**src/rtl/data_bus_bridge_pkg.sv**
```systemverilog
// Shared datapath constants and types for the core data-bus bridge.
//   bridgeState_t : bridge FSM state encoding (IDLE, REQ, DONE)
//   memCmd_t      : latched slave command (we, byte lanes, address, write data)
//   DefaultErrData: read data returned to the core when the slave times out
package data_bus_bridge_pkg;

    localparam int unsigned AddrW = 32;
    localparam int unsigned DataW = 32;
    localparam int unsigned BeW   = 4;

    localparam logic [DataW-1:0] DefaultErrData = 32'h0000_0000;

    typedef enum logic [1:0] {
        IDLE = 2'd0,
        REQ  = 2'd1,
        DONE = 2'd2
    } bridgeState_t;

    typedef struct packed {
        logic             we;
        logic [BeW-1:0]   be;
        logic [AddrW-1:0] addr;
        logic [DataW-1:0] wdata;
    } memCmd_t;

endpackage

```
**src/rtl/data_bus_bridge_watchdog.sv**
```systemverilog
// bus_watchdog: saturating REQ-cycle counter for the data-bus bridge.
//   iCLK, iRST : clock, synchronous active-high reset
//   clear      : force the count back to zero (outside the REQ phase)
//   enable     : count one more un-acknowledged REQ cycle
//   expired    : registered flag, high while count == TIMEOUT-1
module bus_watchdog #(
    parameter int unsigned TIMEOUT = 255
) (
    input  logic iCLK,
    input  logic iRST,
    input  logic clear,
    input  logic enable,
    output logic expired
);

    localparam int unsigned     CntW   = (TIMEOUT < 2) ? 1 : $clog2(TIMEOUT + 1);
    localparam logic [CntW-1:0] CntMax = CntW'(TIMEOUT);
    localparam logic [CntW-1:0] Limit  = CntW'(TIMEOUT - 1);

    logic [CntW-1:0] count;
    logic [CntW-1:0] countNext;

    // Saturate at TIMEOUT so a stuck enable can never wrap back to zero.
    always_comb begin
        countNext = count;
        if (clear) begin
            countNext = '0;
        end else if (enable && (count != CntMax)) begin
            countNext = count + CntW'(1);
        end
    end

    // expired is registered from the next count so it lines up with count.
    always_ff @(posedge iCLK) begin
        if (iRST) begin
            count   <= '0;
            expired <= (Limit == '0);
        end else begin
            count   <= countNext;
            expired <= (countNext == Limit);
        end
    end

endmodule

```
**src/rtl/data_bus_bridge.sv**
```systemverilog
// data_bus_bridge: turns the core's single-cycle data-bus strobes into a
// req/ack handshake toward data memory / MMIO, stalling the core meanwhile.
//   iCLK, iRST                 : clock, synchronous active-high reset
//   iReadEnable, iWriteEnable  : core load/store strobes (write wins if both)
//   iByteEnable, iAddress,
//   iWriteData                 : core access payload
//   oReadData                  : load data (ERR_DATA on timeout, held on writes)
//   oStall                     : core hold; combinational from strobes in IDLE
//   oBusError                  : one-cycle pulse when the slave times out
//   oMemReq/We/Be/Addr/WData   : registered slave request, held through REQ
//   iMemAck, iMemRData         : slave completion and read data
module data_bus_bridge
    import data_bus_bridge_pkg::*;
#(
    parameter int unsigned      TIMEOUT  = 255,
    parameter logic [DataW-1:0] ERR_DATA = DefaultErrData
) (
    input  logic             iCLK,
    input  logic             iRST,
    input  logic             iReadEnable,
    input  logic             iWriteEnable,
    input  logic [BeW-1:0]   iByteEnable,
    input  logic [AddrW-1:0] iAddress,
    input  logic [DataW-1:0] iWriteData,
    output logic [DataW-1:0] oReadData,
    output logic             oStall,
    output logic             oBusError,
    output logic             oMemReq,
    output logic             oMemWe,
    output logic [BeW-1:0]   oMemBe,
    output logic [AddrW-1:0] oMemAddr,
    output logic [DataW-1:0] oMemWData,
    input  logic             iMemAck,
    input  logic [DataW-1:0] iMemRData
);

    bridgeState_t state;
    memCmd_t      cmd;
    logic         anyStrobe;
    logic         wdClear;
    logic         wdEnable;
    logic         wdExpired;

    assign anyStrobe = iReadEnable | iWriteEnable;

    // Count only un-acknowledged REQ cycles; every other state restarts it.
    assign wdClear  = (state != REQ);
    assign wdEnable = (state == REQ) && !iMemAck;

    bus_watchdog #(
        .TIMEOUT (TIMEOUT)
    ) uWatchdog (
        .iCLK    (iCLK),
        .iRST    (iRST),
        .clear   (wdClear),
        .enable  (wdEnable),
        .expired (wdExpired)
    );

    // Bridge FSM; the slave command is captured once on leaving IDLE.
    always_ff @(posedge iCLK) begin
        if (iRST) begin
            state     <= IDLE;
            cmd       <= '0;
            oMemReq   <= 1'b0;
            oReadData <= '0;
            oBusError <= 1'b0;
        end else begin
            oBusError <= 1'b0;
            case (state)
                IDLE: begin
                    if (anyStrobe) begin
                        cmd.we    <= iWriteEnable;
                        cmd.be    <= iByteEnable;
                        cmd.addr  <= iAddress;
                        cmd.wdata <= iWriteData;
                        oMemReq   <= 1'b1;
                        state     <= REQ;
                    end
                end
                REQ: begin
                    // Ack takes priority over a coinciding timeout.
                    if (iMemAck) begin
                        if (!cmd.we) begin
                            oReadData <= iMemRData;
                        end
                        oMemReq <= 1'b0;
                        state   <= DONE;
                    end else if (wdExpired) begin
                        oReadData <= ERR_DATA;
                        oBusError <= 1'b1;
                        oMemReq   <= 1'b0;
                        state     <= DONE;
                    end
                end
                DONE: begin
                    state <= IDLE;
                end
                default: begin
                    state   <= IDLE;
                    oMemReq <= 1'b0;
                end
            endcase
        end
    end

    assign oMemWe    = cmd.we;
    assign oMemBe    = cmd.be;
    assign oMemAddr  = cmd.addr;
    assign oMemWData = cmd.wdata;

    // Stall must assert in the same cycle the strobe appears.
    always_comb begin
        oStall = 1'b0;
        case (state)
            IDLE:    oStall = anyStrobe;
            REQ:     oStall = 1'b1;
            default: oStall = 1'b0;
        endcase
    end

endmodule
```
**config.mk**
```make
export PLATFORM = sky130hd
export DESIGN_NAME = data_bus_bridge
export DESIGN_NICKNAME = d
export VERILOG_FILES = /design/src/rtl/data_bus_bridge_pkg.sv /design/src/rtl/data_bus_bridge_watchdog.sv /design/src/rtl/data_bus_bridge.sv
export SDC_FILE = /design/constraint.sdc
export NUM_CORES = 1
export LEC_CHECK = 0
export CAP_MARGIN = 20
export CORE_MARGIN = 4
export CORE_UTILIZATION = 40
export DETAILED_ROUTE_END_ITERATION = 10
export PLACE_DENSITY = 0.84
export SETUP_SLACK_MARGIN = 0.3
export SYNTH_ARGS = -nofsm -noshare
export SYNTH_HDL_FRONTEND = slang
export SYNTH_SLANG_ARGS = --single-unit
```
**constraint.sdc**
```tcl
create_clock -name iCLK -period 2.4 [get_ports iCLK]
set_input_delay 0.48 -clock iCLK [delete_from_list [all_inputs] [get_ports iCLK]]
set_output_delay 0.48 -clock iCLK [all_outputs]
set_load 0.01 [all_outputs]
```
==> results by group <==
Drt
  – Drt initial violations: 264
  – Antenna-violating nets left: 0
  – DR WL/cell: 16.07 um
  – Vias after detailed routing: 4187
  – DRC: 0
  – Total wire length: 13.54 mm
  – Drt first pass iters: 5
  – DR vias/cell: 4.967

Die
  – Initial core utilization: 0.4146
  – Row cnt: 36
  – DIE WIDTH: 109.4 um
  – Die Y-Extent: 109.4 um
  – Num ports: 209
  – Placeable Area: 9910 um^2
  – Die area: 11960 um^2

STA
  – Fin crit period: 1.992 ns
  – Final slew viol count: 0
  – Fin Setup TNS: 0 ns
  – RSZ-0062 raised after global routing: false
  – Clock skew: 0.008924 ns
  – Max_slew headroom: 0.2830
  – Final setup violation count: 0
  – Slew @ Worst Pin: 1.075 ns
  – Final hold vios: 0
  – Final worst path period share: 0.8298
  – Max Fclk: 502.1 MHz

Place
  – I/O Buffers: 208
  – GP Congestion: 0.8913
  – HPWL Detailed: 9.323 mm
  – # placed instances: 811

Synthesis
  – Mapped Area: 4109 um^2
  – Syn_nets: 598
  – Ys Warns: 0
  – Predominant post-synthesis flop cell: dfxtp_1
  – Synth Area in Simple Gates: 0.2183
  – XOR/XNOR Fraction of Synth Area: 0.006395
  – Largest family of logic cells by synthesized area: simple AND/OR/NAND/NOR gates
  – Mux share of post-synthesis cell area: 0.004872
  – Synth Instances: 492
  – Post-synth EDFFs: 0
  – Register area share after synthesis: 0.5554
  – Asr flop ratio synth: 0
  – Synthesis-stage register bit count: 114
  – Yosys cell types: 37
  – Post-synthesis compound-gate area fraction: 0.1766
  – Avg Cell Area, Syn: 8.352 um^2
  – Adder-Cell Fraction of Synth Area: 0.003045

Power
  – Peak supply drop: 0.4261 mV
  – Pleak: 0.002599 uW
  – Power per Cell Area: 784.9 nW/um^2

Clock network
  – H-tree levels: 4
  – Worst-path clk slew: 0.06 ns
  – CTS sink count: 114
  – Post-CTS setup buffers: 0
  – Clock buffer count from CTS: 17
  – Worst-skew pair later-pin latency: 0.51 ns
  – Clock Tree Buf Depth: 2
  – Root buffer cell: clkbuf_8
  – TritonCTS clock tree: done

Hold path
  – HP Class: reg -> reg
  – Hold Path Origin: oMemWData[19]$_SDFFE_PP0P_

Worst setup path
  – CP endpoint kind: output pin
  – CP required: 1.92 ns
  – Crit Path Class: reg -> out
  – Critical path's largest stage delay: 0.58 ns
  – CP Max Fanout: 4
  – Critical Path AT: 1.51 ns
  – Crit-path leading delay family: buffers and inverters
  – CP startpoint kind: register
  – Crit-path cells: clkdlybuf4s50_1
  – CP Buf/Inv Count: 1
  – Worst setup path start: oMemWe$_SDFFE_PP0P_
  – RR Startpoint: uWatchdog.count[0]$_SDFF_PP0_
  – Slowest cell on crit path: clkdlybuf4s50_1

Final layout
  – Layout Cells excl Fill: 843
  – # nets final: 803
  – Filler instances: 733
  – N_diodes: 0
  – Area Overhead vs Synth: 69.76%
  – Layout cells sized above 1: 0.08169

Global route
  – Total grt overflow: 0
  – Initial antenna violation count: 0
  – Vias in the first global route: 4229
  – Total Routing Usage GR: 0.2236
  – First-pass GRT wire length: 20.89 mm
  – Largest net degree at the start of global routing: 105

Run status
  – Status: finished clean

Flow run
  – Max-cap viol count: 0
==> per-layer routing <==
metal / GRT usage / vias up / part of all wire
met4: 0.09973 / 0 / 0.028
li1: - / 2065 / -
met2: 0.3980 / 149 / 0.53
met3: 0.07927 / 28 / 0.072
met1: 0.2365 / 1945 / 0.37
met5: 0 / - / 0
==> metrics by stage <==
| step | instance area [um^2] | setup slack [ns] | utilization | hold WS, ns | power (uW) |
|---|---|---|---|---|---|
| after floorplan | 4109 | 0.5211 | - | 0.4805 | 2454 |
| after global placement | 6361 | 0.04511 | 0.6419 | 0.4408 | 2950 |
| after detailed placement | 6361 | -0.01920 | 0.6419 | 0.4467 | 2975 |
| after CTS | 6967 | 0.3558 | 0.7030 | 0.4294 | 5518 |
| after global routing | 6975 | 0.3161 | 0.7039 | 0.4651 | 5680 |
| final | 6975 | 0.4084 | 0.7039 | 0.4526 | 5475 |
==> synth_stat cells, drive strengths merged (3+ instances only) <==
| library cell | instances | area (um^2) |
|---|---|---|
| nand2 | 144 | 540.5 |
| dfxtp | 114 | 2282 |
| a21oi | 71 | 355.3 |
| nor2 | 50 | 187.7 |
| a22oi | 33 | 247.7 |
| clkbuf | 31 | 116.4 |
| o21ai | 5 | 25.02 |
| buf | 4 | 17.52 |
| nor3 | 4 | 20.02 |
| inv | 3 | 11.26 |
| nand2b | 3 | 18.77 |
| xnor2 | 3 | 26.28 |
==> path summary, 6_finish.rpt <==
check	to	slack, ns	depth (start not counted)
worst max-delay path	oMemWe	0.41	1
worst min-delay path	oMemWData[19]$_SDFFE_PP0P_	0.45	2
worst max register to register	uWatchdog.expired$_SDFF_PP0_	0.43	6
worst min register to register	oMemWData[19]$_SDFFE_PP0P_	0.45	2
==> layout make-up <==
type                    count  area, um^2  area share
multi-input cells         340        1708      0.2448
clock buffers              18       427.9     0.06135
repair buffers            221        2201      0.3155
well taps                 133       166.4     0.02386
clock inverters            14       178.9     0.02565
inverters                   3       11.26    0.001614
flip-flops and latches    114        2282      0.3272
==> cells in the final DEF (no fill, tap or decap), types with 4 or more instances in the layout <==
cell / Yosys / layout
clkinv_4: 0 / 4
a21oi_1: 71 / 71
nor3_1: 4 / 4
nor2_1: 50 / 50
dfxtp_1: 114 / 114
a22oi_1: 33 / 33
clkdlybuf4s50_1: 0 / 206
nand2_1: 144 / 143
buf_4: 0 / 12
clkbuf_16: 0 / 16
o21ai_0: 4 / 4
==> state kept, by name, indices dropped and copies added, names as in the netlist <==
register / flops
oBusError: 1
uWatchdog.count: 8
oMemBe: 4
uWatchdog.expired: 1
oMemAddr: 32
oMemWe: 1
state: 2
oReadData: 32
oMemReq: 1
oMemWData: 32
==> cells by family (layout without fill, tap and decap cells) <==
family          after synthesis  after routing
simple gates                216            216
compound gates              118            118
flops                       114            114
buf+inv                      38            256
xor+xnor                      3              3
mux                           2              2
fa+ha+maj                     1              1
==> power by group <==
group,switching (uW),internal [uW],leakage [uW]
Clock,917,1620,0.000288
Combinational,386,468,0.00138
Sequential,67.5,2020,0.000934
==> what timing repair did <==
action | CTS | global route
setup endpoints to repair | 1 | 1
hold buffers | 0 | 0
gates resized for setup | 1 | 2
(Power assumes the default switching activity.)
